### src/rtl/soc_ctrl_pkg.sv
// Shared types for the SoC controller clock/reset sequencing blocks.
// The optional status port build macro for the shutdown sequencer is
// SOC_CTRL_SHUTDOWN_STATUS_EN; the encoding below is what state_o reports.
package soc_ctrl_pkg;

    localparam int unsigned SHDN_STATE_W = 3;

    typedef enum logic [SHDN_STATE_W-1:0] {
        SHDN_RUN     = 3'd0,
        SHDN_GATE    = 3'd1,
        SHDN_RESET   = 3'd2,
        SHDN_OFF     = 3'd3,
        SHDN_RELEASE = 3'd4
    } soc_ctrl_shdn_state_e;

    // Largest of three delay parameters, used to size the shared timer.
    function automatic int unsigned max3(input int unsigned a,
                                         input int unsigned b,
                                         input int unsigned c);
        int unsigned m;
        m = a;
        if (b > m) m = b;
        if (c > m) m = c;
        return m;
    endfunction

endpackage

### src/rtl/soc_ctrl_shdn_timer.sv
// Loadable down-counter for the shutdown sequencer.
// A load takes priority; otherwise the count decrements and parks at zero.
// zero_o is the terminal-count flag the FSM compares against.
module soc_ctrl_shdn_timer #(
    parameter int unsigned WIDTH = 6
) (
    input  logic             clk_i,
    input  logic             rst_ni,
    input  logic             load_i,
    input  logic [WIDTH-1:0] value_i,
    output logic             zero_o
);

    logic [WIDTH-1:0] cnt_q;
    logic [WIDTH-1:0] cnt_d;

    // Next count: load wins, else count down to zero and hold there.
    always_comb begin
        cnt_d = cnt_q;
        if (load_i) begin
            cnt_d = value_i;
        end else if (cnt_q != '0) begin
            cnt_d = cnt_q - WIDTH'(1);
        end
    end

    // Count register.
    always_ff @(posedge clk_i or negedge rst_ni) begin
        if (!rst_ni) begin
            cnt_q <= '0;
        end else begin
            cnt_q <= cnt_d;
        end
    end

    assign zero_o = (cnt_q == '0);

endmodule

### src/rtl/soc_ctrl_clk_rst_shutdown_seq.sv
// Shutdown/restart sequencer for one gated clock/reset domain.
// Four-phase handshake: req high -> gate clock, wait, assert reset, wait,
// ack. req low -> release reset, wait, re-enable clock.
// Build option SOC_CTRL_SHUTDOWN_STATUS_EN adds registered state_o/busy_o.
//
// state   | meaning
// --------+-----------------------------------------------------------
// RUN     | domain clocked and out of reset, waiting for req
// GATE    | clock gated, counting GATE_CYCLES before reset assertion
// RESET   | reset asserted, counting RST_CYCLES before ack
// OFF     | domain off, ack high, waiting for req to drop
// RELEASE | reset released, counting UNGATE_CYCLES before clock enable
module soc_ctrl_clk_rst_shutdown_seq
    import soc_ctrl_pkg::*;
#(
    parameter int unsigned GATE_CYCLES   = 16,
    parameter int unsigned RST_CYCLES    = 32,
    parameter int unsigned UNGATE_CYCLES = 50
) (
    input  logic       ref_clk_i,
    input  logic       glb_arst_ni,
    input  logic       clk_i,
    input  logic       arst_ni,
    input  logic       clk_en_i,
    input  logic       req_i,
    output logic       ack_o,
    output logic       clk_o,
    output logic       arst_no,
`ifdef SOC_CTRL_SHUTDOWN_STATUS_EN
    output logic [2:0] state_o,
    output logic       busy_o,
`endif
    output logic       clk_en_o
);

    localparam int unsigned CNT_MAX = max3(GATE_CYCLES, RST_CYCLES, UNGATE_CYCLES);
    localparam int unsigned CNT_W   = (CNT_MAX < 1) ? 1 : $clog2(CNT_MAX + 1);

    // Timer reload values: the state is left on the edge after the count hits
    // zero, so an N-cycle phase loads N-1.
    localparam logic [CNT_W-1:0] GATE_LOAD   = CNT_W'(GATE_CYCLES - 1);
    localparam logic [CNT_W-1:0] RST_LOAD    = CNT_W'(RST_CYCLES - 1);
    localparam logic [CNT_W-1:0] UNGATE_LOAD = CNT_W'(UNGATE_CYCLES - 1);

    soc_ctrl_shdn_state_e state_q, state_d;
    logic                 en_int_q, en_int_d;
    logic                 rst_int_n_q, rst_int_n_d;
    logic                 ack_q, ack_d;
    logic                 tmr_load;
    logic [CNT_W-1:0]     tmr_value;
    logic                 tmr_zero;

    soc_ctrl_shdn_timer #(
        .WIDTH (CNT_W)
    ) u_timer (
        .clk_i   (ref_clk_i),
        .rst_ni  (glb_arst_ni),
        .load_i  (tmr_load),
        .value_i (tmr_value),
        .zero_o  (tmr_zero)
    );

    // Next-state and next-output decode; req is only looked at in RUN and OFF,
    // so every started phase runs to completion.
    always_comb begin
        state_d     = state_q;
        en_int_d    = en_int_q;
        rst_int_n_d = rst_int_n_q;
        ack_d       = ack_q;
        tmr_load    = 1'b0;
        tmr_value   = '0;
        case (state_q)
            SHDN_RUN: begin
                if (req_i) begin
                    state_d   = SHDN_GATE;
                    en_int_d  = 1'b0;
                    tmr_load  = 1'b1;
                    tmr_value = GATE_LOAD;
                end
            end
            SHDN_GATE: begin
                if (tmr_zero) begin
                    state_d     = SHDN_RESET;
                    rst_int_n_d = 1'b0;
                    tmr_load    = 1'b1;
                    tmr_value   = RST_LOAD;
                end
            end
            SHDN_RESET: begin
                if (tmr_zero) begin
                    state_d = SHDN_OFF;
                    ack_d   = 1'b1;
                end
            end
            SHDN_OFF: begin
                if (!req_i) begin
                    state_d     = SHDN_RELEASE;
                    rst_int_n_d = 1'b1;
                    ack_d       = 1'b0;
                    tmr_load    = 1'b1;
                    tmr_value   = UNGATE_LOAD;
                end
            end
            SHDN_RELEASE: begin
                if (tmr_zero) begin
                    state_d  = SHDN_RUN;
                    en_int_d = 1'b1;
                end
            end
            default: begin
                state_d     = SHDN_RUN;
                en_int_d    = 1'b1;
                rst_int_n_d = 1'b1;
                ack_d       = 1'b0;
            end
        endcase
    end

    // State and output registers; global reset lands in RUN with the domain live.
    always_ff @(posedge ref_clk_i or negedge glb_arst_ni) begin
        if (!glb_arst_ni) begin
            state_q     <= SHDN_RUN;
            en_int_q    <= 1'b1;
            rst_int_n_q <= 1'b1;
            ack_q       <= 1'b0;
        end else begin
            state_q     <= state_d;
            en_int_q    <= en_int_d;
            rst_int_n_q <= rst_int_n_d;
            ack_q       <= ack_d;
        end
    end

    // Upstream enable/reset are ANDed in so they still act while the
    // sequencer sits in RUN; the reset path is purely combinational.
    assign clk_en_o = clk_en_i & en_int_q;
    assign clk_o    = clk_i & clk_en_o;
    assign arst_no  = arst_ni & rst_int_n_q;
    assign ack_o    = ack_q;

`ifdef SOC_CTRL_SHUTDOWN_STATUS_EN
    logic busy_q;

    // Busy is registered from the next state so it lines up with state_o.
    always_ff @(posedge ref_clk_i or negedge glb_arst_ni) begin
        if (!glb_arst_ni) begin
            busy_q <= 1'b0;
        end else begin
            busy_q <= (state_d == SHDN_GATE) || (state_d == SHDN_RESET) ||
                      (state_d == SHDN_RELEASE);
        end
    end

    assign state_o = state_q;
    assign busy_o  = busy_q;
`endif

endmodule
### config.mk
export PLATFORM = sky130hd
export DESIGN_NAME = soc_ctrl_clk_rst_shutdown_seq
export DESIGN_NICKNAME = d
export VERILOG_FILES = /design/src/rtl/soc_ctrl_pkg.sv /design/src/rtl/soc_ctrl_shdn_timer.sv /design/src/rtl/soc_ctrl_clk_rst_shutdown_seq.sv
export SDC_FILE = /design/constraint.sdc
export NUM_CORES = 1
export LEC_CHECK = 0
export ABC_AREA = 1
export ABC_CLOCK_PERIOD_IN_PS = 2400
export BUFFER_PORTS_ARGS = -buffer_cell sky130_fd_sc_hd__buf_4
export CAP_MARGIN = 15
export CORE_ASPECT_RATIO = 0.8
export CORE_UTILIZATION = 40
export DETAILED_ROUTE_END_ITERATION = 7
export PLACE_DENSITY = 0.69
export SLEW_MARGIN = 0
export SYNTH_ARGS = -nofsm -noshare
export SYNTH_HDL_FRONTEND = slang
export SYNTH_HIERARCHICAL = 1
export SYNTH_SLANG_ARGS = --single-unit
### constraint.sdc
create_clock -name ref_clk_i -period 2.4 [get_ports ref_clk_i]
set_input_delay 0.24 -clock ref_clk_i [delete_from_list [all_inputs] [get_ports ref_clk_i]]
set_output_delay 0.24 -clock ref_clk_i [all_outputs]
set_load 0.01 [all_outputs]
==> results.cfg, run 1 <==
[power_and_ir_drop]
power_leakage_nw = 0.5392
p_per_area_nw_per_um2 = 1368
ir_worst_vdd_mv = 0.7527

[placed_design]
place_area_sq_um = 909.6
port_buffers = 9
dpl.hpwl_microns = 1171
gp_congestion = 0.8475
placed_cells = 147

[worst_setup_path]
crit_top_cell = inv_1
cpPeakStageDelay_ns = 0.38
path_cells = inv_1, ha_1, inv_1, nor2_4, nand3_2, inv_1, nand3_1, nand3_1, inv_1, nand4_2, nand2_1, o21ai_1
path_class = reg -> reg
cp_slowest_cell = dfrtp_1
crit_required_ns = 2.60
path_delay_family = simple AND/OR/NAND/NOR gates
startpoint_type = flop
critPathMaxFanout = 10
critical_path.endpoint_type = flop
cp.arrival_ns = 2.28
critical_path_buf_inv_count = 4

[synthesis]
ys_seq_area_frac = 0.3645
ys_seq_elements = 12
synth_nets = 124
synth_area_leader_cell = dfrtp_1
yosysUniqueCellTypes = 24
syn_inst = 116
synth_warnings = 6
syn_avg_cell_area_sq_um = 7.162
ys_top_cells_by_area = dfrtp_1 (30%), nand2_1 (18%), inv_1 (7.7%)
yosys.area.top_type_share = 0.3012
syn_area_sq_um = 830.8

[global_routing]
grt_start_max_net_pins = 13
antenna_found_initial = 0
grt_use_total = 0.1618
grt_overflow = 0
grt_pass1_wl_microns = 2553
grt_pass1_vias = 603

[detailed_routing]
wire_per_inst_microns = 9.941
vias = 698
firstDrtPassIters = 4
vias_per_cell = 4.592
drt_iter0_markers = 15
wl_microns = 1511
drc = 0
postRouteAntennaNets = 0

[layout]
final_cell_count_no_fill = 152
fin_nets = 137
syn_to_final_growth_pct = 13.86
nFillCells = 195
diodes = 0
drive_gt1_frac = 0.2344
fin_area_sq_um = 945.9

[outcome]
status = finished clean

[job]
cap_viol_max_count = 0

[timing]
period_share = 0.8687
setup_tns_ns = 0
rsz0062_at_grt = no
fmax_ghz = 0.4796
tightest_slew_ns = 0.3476
maxSlewViolCount = 0
min_period_ns = 2.085
relSlewSlack = 0.7676
setup_violations = 0
skew_ns = 0.01037
hold_violations = 0

[die]
die-height_microns = 42.76
ios = 10
start_util = 0.4351
core_area_sq_um = 1909
rows = 14
dieArea_sq_um = 2264
die_w_microns = 52.96

[clock_network]
cts_root_buf = clkbuf_4
h-tree-depth = 1
cts_setup_buffers = 0
numClockSinks = 12
cts_tree = yes
cts_made_buffers = 3
clk_latency_ns = 0.27
cts_buffer_depth = 2
path_clk_slew_ns = 0.07

[hold_path]
min_path_type = in -> reg
## final cells by class
type                            instances  area [sq um]  share of cell area
Multi-Input combinational cell         83         437.9              0.4630
Sequential cell                        12         302.8              0.3201
Timing Repair Buffer                   10         77.57             0.08201
Inverter                               19         71.32             0.07540
Tap cell                               24         30.03             0.03175
Clock buffer                            4         26.28             0.02778
## worst paths after layout
path | end | slack, ns | start | depth (start not counted)
worst max-delay path | u_timer/cnt_q[0] | 0.32 | u_timer/cnt_q[0] | 12
worst min-delay path | state_q[2] | 0.32 | req_i | 4
worst max register to register | u_timer/cnt_q[0] | 0.32 | u_timer/cnt_q[0] | 12
worst min register to register | en_int_q | 0.46 | en_int_q | 2
max in group asynchronous | en_int_q | 1.82 | glb_arst_ni | 2
min in group asynchronous | ack_o | 0.34 | glb_arst_ni | 2
## metal layers
metal | vias to the layer above | GRT usage | wire length (microns)
met4 | 0 | 0.06316 | 16
met2 | 11 | 0.2228 | 622
met1 | 301 | 0.2237 | 806
met3 | 2 | 0.06452 | 65
li1 | 384 | - | -
met5 | - | 0 | 0
## cells by family after synthesis
kind of cell | count (synthesis) | share of synthesized area
and+or+nand+nor | 70 | 0.4156
buffers and inverters | 21 | 0.1084
DFF | 12 | 0.3645
AOI/OAI and AO/OA | 10 | 0.07078
adders and majority gates | 2 | 0.03012
xor gates and xnor gates | 1 | 0.01054
## cells in the mapped netlist
cell type,count
nand2_1,40
inv_1,17
dfrtp_1,10
nand3_1,8
nor2_1,5
nor2_2,5
o21ai_1,4
o21ai_0,3
a21boi_1,2
dfstp_2,2
ha_1,2
inv_2,2
nand2_2,2
nand3_2,2
nand3b_1,2
nor2_4,2
a21o_2,1
buf_4,1
buf_6,1
nand2_4,1
nand4_1,1
nand4_2,1
nor3_1,1
xnor2_1,1
## flip-flops by register name, summed over array words and instances (netlist names)
register,count
state_q,3
u_timer/cnt_q,6
en_int_q,1
ack_o,1
rst_int_n_q,1
## through the flow
stage / hold slack (ns) / setup slack, ns / util / power [mW]
CTS: 0.3104 / 0.3437 / 0.4954 / 1.300
global placement: 0.08765 / 0.4641 / 0.4764 / 1.145
global route: 0.3218 / 0.1618 / 0.4954 / 1.447
floorplan: -0.05559 / 0.6973 / - / 1.029
finish: 0.3241 / 0.3151 / 0.4954 / 1.294
detailed placement: 0.08798 / 0.4138 / 0.4764 / 1.162
## placed cells by master (no fill, tap or decap)
cell type and n:
nor2_1 5, clkbuf_4 3, buf_4 9, ha_1 2
o21ai_0 3, o21ai_1 4, nor3_1 1, inv_1 17
dfrtp_1 10, nor2_2 5, xnor2_1 1, nand2_2 2
nand4_2 1, nand2_1 40, inv_2 2, dfstp_2 2
nand3_2 2, nand4_1 1, dlygate4sd3_1 1, nor2_4 2
nand3b_1 2, a21o_2 1, clkbuf_1 1, nand2_4 1
a21boi_1 2, nand3_1 8
## report_power, final
group          internal [mW]  total (mW)  switching, mW
logic                  0.291       0.756          0.465
registers              0.305       0.412          0.106
clock network         0.0644       0.126         0.0618
## tightest hold or removal path, delay by kind of cell
family | cells | cell delay (ns)
buffers and inverters | 2 | 0.13
and+or+nand+nor | 2 | 0.18
## repair_timing
item                                    4_1_cts  5_1_grt
endpoints found under the hold margin        10        0
endpoints found under the setup margin        0        0
gates resized for setup                       0        0
hold buffers                                  1        0
(Power assumes the default switching activity.)
==> inputs of run 2 (changes only) <==
--- a/config.mk
+++ b/config.mk
@@ -13,6 +13,7 @@
 export CORE_UTILIZATION = 40
 export DETAILED_ROUTE_END_ITERATION = 7
 export PLACE_DENSITY = 0.69
+export RECOVER_POWER = 25
 export SLEW_MARGIN = 0
 export SYNTH_ARGS = -nofsm -noshare
 export SYNTH_HDL_FRONTEND = slang
==> constraint.sdc (replaced) <==
create_clock -name ref_clk_i -period 2.4 [get_ports ref_clk_i]
set_input_delay 0.6 -clock ref_clk_i [delete_from_list [all_inputs] [get_ports ref_clk_i]]
set_output_delay 0.6 -clock ref_clk_i [all_outputs]
set_load 0.01 [all_outputs]
==> run 2 against run 1 <==
Net effect:
- hold slack lost 0.0077 ns
- die area is the same
- sequential cell count is the same
- register-to-register slack is essentially flat
- sequential power is essentially flat
- critical path depth is the same
- clock-buffer cell count is the same
- final cell count shrank 0.66%
- via count shrank 0.43%
- first-iteration DRC count grew 6.7%
- critical endpoint unchanged
- largest cell class unchanged
==> results.cfg, run 2 (synthesized netlist as in run 1, its figures left out) <==
[hold_path]
min_path_type = in -> async

[layout]
drive_gt1_frac = 0.2283
diodes = 0
fin_util = 0.4882
final_common_cell = nand2_1
regMostFlops = u_timer/cnt_q
nFillCells = 198
largest_reg_flops = 6
fin_nets = 136
layout_common_cells = nand2_1 (40), inv_1 (17), dfrtp_1 (10), nand3_1 (8), buf_4 (8)
largestRegisters = u_timer/cnt_q (6), state_q (3)
syn_to_final_growth_pct = 12.20

[clock_network]
cts_setup_buffers = 0
clk_latency_ns = 0.27
cts_buffer_depth = 2
cts-resized-gates = 0
h-tree-depth = 1
cts_made_buffers = 3
cts_tree = yes
cts_root_buf = clkbuf_4
holdBufCountCts = 0
path_clk_slew_ns = 0.07
numClockSinks = 12

[power_and_ir_drop]
ir_worst_vdd_mv = 0.7530
switching_share = 0.4899
p_clk_frac = 0.098
switchingPower_mw = 0.6323
p_per_area_nw_per_um2 = 1385
power_leakage_nw = 0.5314
seqPwrFrac = 0.319
pwr-share-comb = 0.583
p_int_mw = 0.6583
totalPowerFinal_mw = 1.291

[placed_design]
pre_cts_ws_ns = 0.4138
dpl.hpwl_microns = 1171
gp_congestion = 0.8475
port_buffers = 9

[worst_setup_path]
cp.arrival_ns = 2.27
crit_required_ns = 2.60
critPathMaxFanout = 10
startpoint_type = flop
path_class = reg -> reg
critical_path.endpoint_type = flop

[timing]
relSlewSlack = 0.5678
fin_ws_ns = 0.3275
tightest_slew_ns = 0.6483
fmax_ghz = 0.4825
hold_violations = 0
setup_violations = 0
rsz0062_at_grt = no
maxSlewViolCount = 0
min_period_ns = 2.072
period_share = 0.8635
worst_hold_slack_ns = 0.3164
setup_tns_ns = 0
skew_ns = 0.01131

[detailed_routing]
drt_iter0_markers = 16
vias_per_cell = 4.603
postRouteAntennaNets = 0
vias = 695
wl_microns = 1494
drc = 0
wire_per_inst_microns = 9.894
firstDrtPassIters = 4

[global_routing]
grt_overflow = 0
grt_start_max_net_pins = 13
grt_pass1_wl_microns = 2539
grt_use_total = 0.1618
grt_pass1_vias = 596
antenna_found_initial = 0

[die]
start_util = 0.4351
rows = 14
ios = 10
die-height_microns = 42.76
core_area_sq_um = 1909
dieArea_sq_um = 2264
die_w_microns = 52.96

[outcome]
status = finished clean

[job]
cap_viol_max_count = 0
==> run 2: routing by layer <==
layer / vias up / GRT usage / wire (microns)
li1: 382 / - / -
met1: 300 / 0.2215 / 788
met2: 11 / 0.2253 / 624
met3: 2 / 0.06452 / 65
met4: 0 / 0.06316 / 16
met5: - / 0 / 0
==> run 2: final cells by class <==
cell class                      instances  area (sq um)  share of cell area
Multi-Input combinational cell         83         437.9              0.4698
Sequential cell                        12         302.8              0.3248
Inverter                               19         71.32             0.07651
Timing Repair Buffer                    9         63.81             0.06846
Tap cell                               24         30.03             0.03221
Clock buffer                            4         26.28             0.02819
==> run 2: per-stage QoR <==
step           instances  cell area (sq um)
2_1_floorplan        116              830.8
3_3_place_gp         147              909.6
3_5_place_dp         147              909.6
4_1_cts              151              935.9
5_1_grt              151              932.1
6_report             151              932.1
==> run 2: worst paths after layout <==
kind                       slack (ns)             start          endpoint  cells after the start
setup / recovery                 0.33  u_timer/cnt_q[0]  u_timer/cnt_q[0]                     12
hold / removal                   0.32       glb_arst_ni             ack_o                      1
setup reg to reg                 0.33  u_timer/cnt_q[0]  u_timer/cnt_q[0]                     12
hold reg to reg                  0.46          en_int_q          en_int_q                      2
max in group asynchronous        1.65       glb_arst_ni  u_timer/cnt_q[2]                      1
min in group ref_clk_i           0.46          en_int_q          en_int_q                      2
==> run 2: power groups by stage <==
stage | Combinational [mW] | Clock (mW) | Sequential (mW)
2_1_floorplan | 0.644 | 0 | 0.385
3_3_place_gp | 0.734 | 0 | 0.411
3_5_place_dp | 0.748 | 0 | 0.414
4_1_cts | 0.754 | 0.133 | 0.411
5_1_grt | 0.871 | 0.147 | 0.427
6_report | 0.753 | 0.127 | 0.411
==> run 2: critical path, stage by stage, from the launching register on <==
cell,delay [ns]
dfrtp_1,0.38
inv_1,0.18
ha_1,0.18
inv_1,0.06
nor2_4,0.10
nand3_2,0.09
inv_1,0.09
nand3_1,0.14
nand3_1,0.32
inv_1,0.13
nand4_2,0.16
nand2_1,0.07
o21ai_1,0.09
==> inputs of run 3 (changes only) <==
--- a/config.mk
+++ b/config.mk
@@ -12,6 +12,7 @@
 export CORE_ASPECT_RATIO = 0.8
 export CORE_UTILIZATION = 40
 export DETAILED_ROUTE_END_ITERATION = 7
+export MAX_ROUTING_LAYER = met4
 export PLACE_DENSITY = 0.69
 export RECOVER_POWER = 25
 export SLEW_MARGIN = 0
==> run 3 against run 2 <==
Net effect:
- via count down 0.14%
- maximum frequency increased by 0.56%
- setup slack improved by 0.011 ns
- clock skew about the same
- sequential power hardly changed
- routed wire length shrank 1.1%
- largest power group unchanged
==> results.cfg, run 3 (synthesized netlist as in run 1, its figures left out) <==
[layout]
fin_nets = 136
largest_reg_flops = 6
diodes = 0
regMostFlops = u_timer/cnt_q
nFillCells = 198
syn_to_final_growth_pct = 12.20
multi_input_area_sq_um = 437.9
layout_common_cells = nand2_1 (40), inv_1 (17), dfrtp_1 (10), nand3_1 (8), buf_4 (8)
final_common_cell = nand2_1
fin_area_sq_um = 932.1
regArea_sq_um = 302.8
largestRegisters = u_timer/cnt_q (6), state_q (3)
drive_gt1_frac = 0.2283

[global_routing]
grt_start_max_net_pins = 13
grt_pass1_vias = 592
antenna_found_initial = 0
met1_usage = 0.2215
grt_overflow = 0
grt.met3_usage = 0.06452
grt_use_total = 0.1663
grt_pass1_wl_microns = 2559
grt-busiest-layer = met2
met2_usage = 0.2253

[worst_setup_path]
critical_path.endpoint_type = flop
regToRegSetupSlack_ns = 0.34
reg2reg_from = u_timer/cnt_q[0]
worstSetupEndpoint = u_timer/cnt_q[0]
startpoint_type = flop
path_class = reg -> reg
cp.arrival_ns = 2.26
cp-startpoint = u_timer/cnt_q[0]
critPathMaxFanout = 10
crit_required_ns = 2.60
reg2reg_depth = 12
worst_r2r_endpoint = u_timer/cnt_q[0]

[timing]
tightest_slew_ns = 0.6412
fmax_ghz = 0.4852
setup_tns_ns = 0
relSlewSlack = 0.5725
min_period_ns = 2.061
rsz0062_at_grt = no
maxSlewViolCount = 0
setup_violations = 0
hold_violations = 0
skew_ns = 0.01083
period_share = 0.8587

[clock_network]
numClockSinks = 12
h-tree-depth = 1
cts-resized-gates = 0
path_clk_slew_ns = 0.07
cts_buffer_depth = 2
cts_setup_buffers = 0
cts_root_buf = clkbuf_4
clk_latency_ns = 0.28
holdBufCountCts = 0
cts_tree = yes
cts_made_buffers = 3

[die]
ios = 10
core_area_sq_um = 1909
die-height_microns = 42.76
rows = 14
start_util = 0.4351
dieArea_sq_um = 2264
die_w_microns = 52.96

[hold_path]
min_path_type = in -> async

[detailed_routing]
vias = 694
wire_per_inst_microns = 9.788
vias_per_cell = 4.596
drc = 0
drt_iter0_markers = 15
postRouteAntennaNets = 0
firstDrtPassIters = 4
wl_microns = 1478

[outcome]
status = finished clean

[power_and_ir_drop]
p_per_area_nw_per_um2 = 1382
pwr-share-comb = 0.583
p_clk_frac = 0.098
ir_worst_vdd_mv = 0.7481
power_leakage_nw = 0.5314
switchingPower_mw = 0.6300
seqPwrFrac = 0.319
p_int_mw = 0.6582
switching_share = 0.4891

[job]
cap_viol_max_count = 0

[placed_design]
place_area_sq_um = 909.6
gp_congestion = 0.8607
dpl.hpwl_microns = 1171
port_buffers = 9
run 3: critical path, cell delays in order (launching register included):
cell     delay [ns]
dfrtp_1        0.38
inv_1          0.18
ha_1           0.18
inv_1          0.06
nor2_4         0.10
nand3_2        0.09
inv_1          0.09
nand3_1        0.14
nand3_1        0.31
inv_1          0.13
nand4_2        0.16
nand2_1        0.07
o21ai_1        0.09
run 3: cell type report:
class                   instances  share of cell area
multi-input cells              83              0.4698
repair buffers                  9             0.06846
clock buffers                   4             0.02819
inverters                      19             0.07651
well taps                      24             0.03221
flip-flops and latches         12              0.3248
run 3: worst min-delay path by stage:
stage / startpoint / to / slack, ns
CTS: glb_arst_ni / ack_o / 0.14
global placement: glb_arst_ni / ack_o / 0.45
detailed placement: glb_arst_ni / ack_o / 0.45
finish: glb_arst_ni / ack_o / 0.31
global route: glb_arst_ni / ack_o / 0.36
floorplan: glb_arst_ni / ack_o / 0.30
run 3: stage by stage:
step           instances  hold WS, ns  worst slack [ns]  total power, mW    util
6_report             151       0.3129            0.3390            1.288  0.4882
5_1_grt              151       0.3617            0.1619            1.445  0.4882
4_1_cts              151       0.1428            0.3437            1.299  0.4902
3_5_place_dp         147       0.4480            0.4138            1.162  0.4764
3_3_place_gp         147       0.4476            0.4641            1.145  0.4764
2_1_floorplan        116       0.3044            0.6973            1.029       -
run 3: layer usage:
metal / up-vias / wire [microns] / part of all wire
li1: 382 / - / -
met1: 295 / 776 / 0.53
met2: 13 / 606 / 0.41
met3: 4 / 75 / 0.051
met4: 0 / 19 / 0.013
met5: - / 0 / 0
run 3: power by group through the flow:
stage / registers (mW) / clock network (mW) / logic [mW]
2_1_floorplan: 0.385 / 0 / 0.644
3_5_place_dp: 0.414 / 0 / 0.748
6_report: 0.411 / 0.127 / 0.751
3_3_place_gp: 0.411 / 0 / 0.734
4_1_cts: 0.411 / 0.133 / 0.754
5_1_grt: 0.427 / 0.147 / 0.871
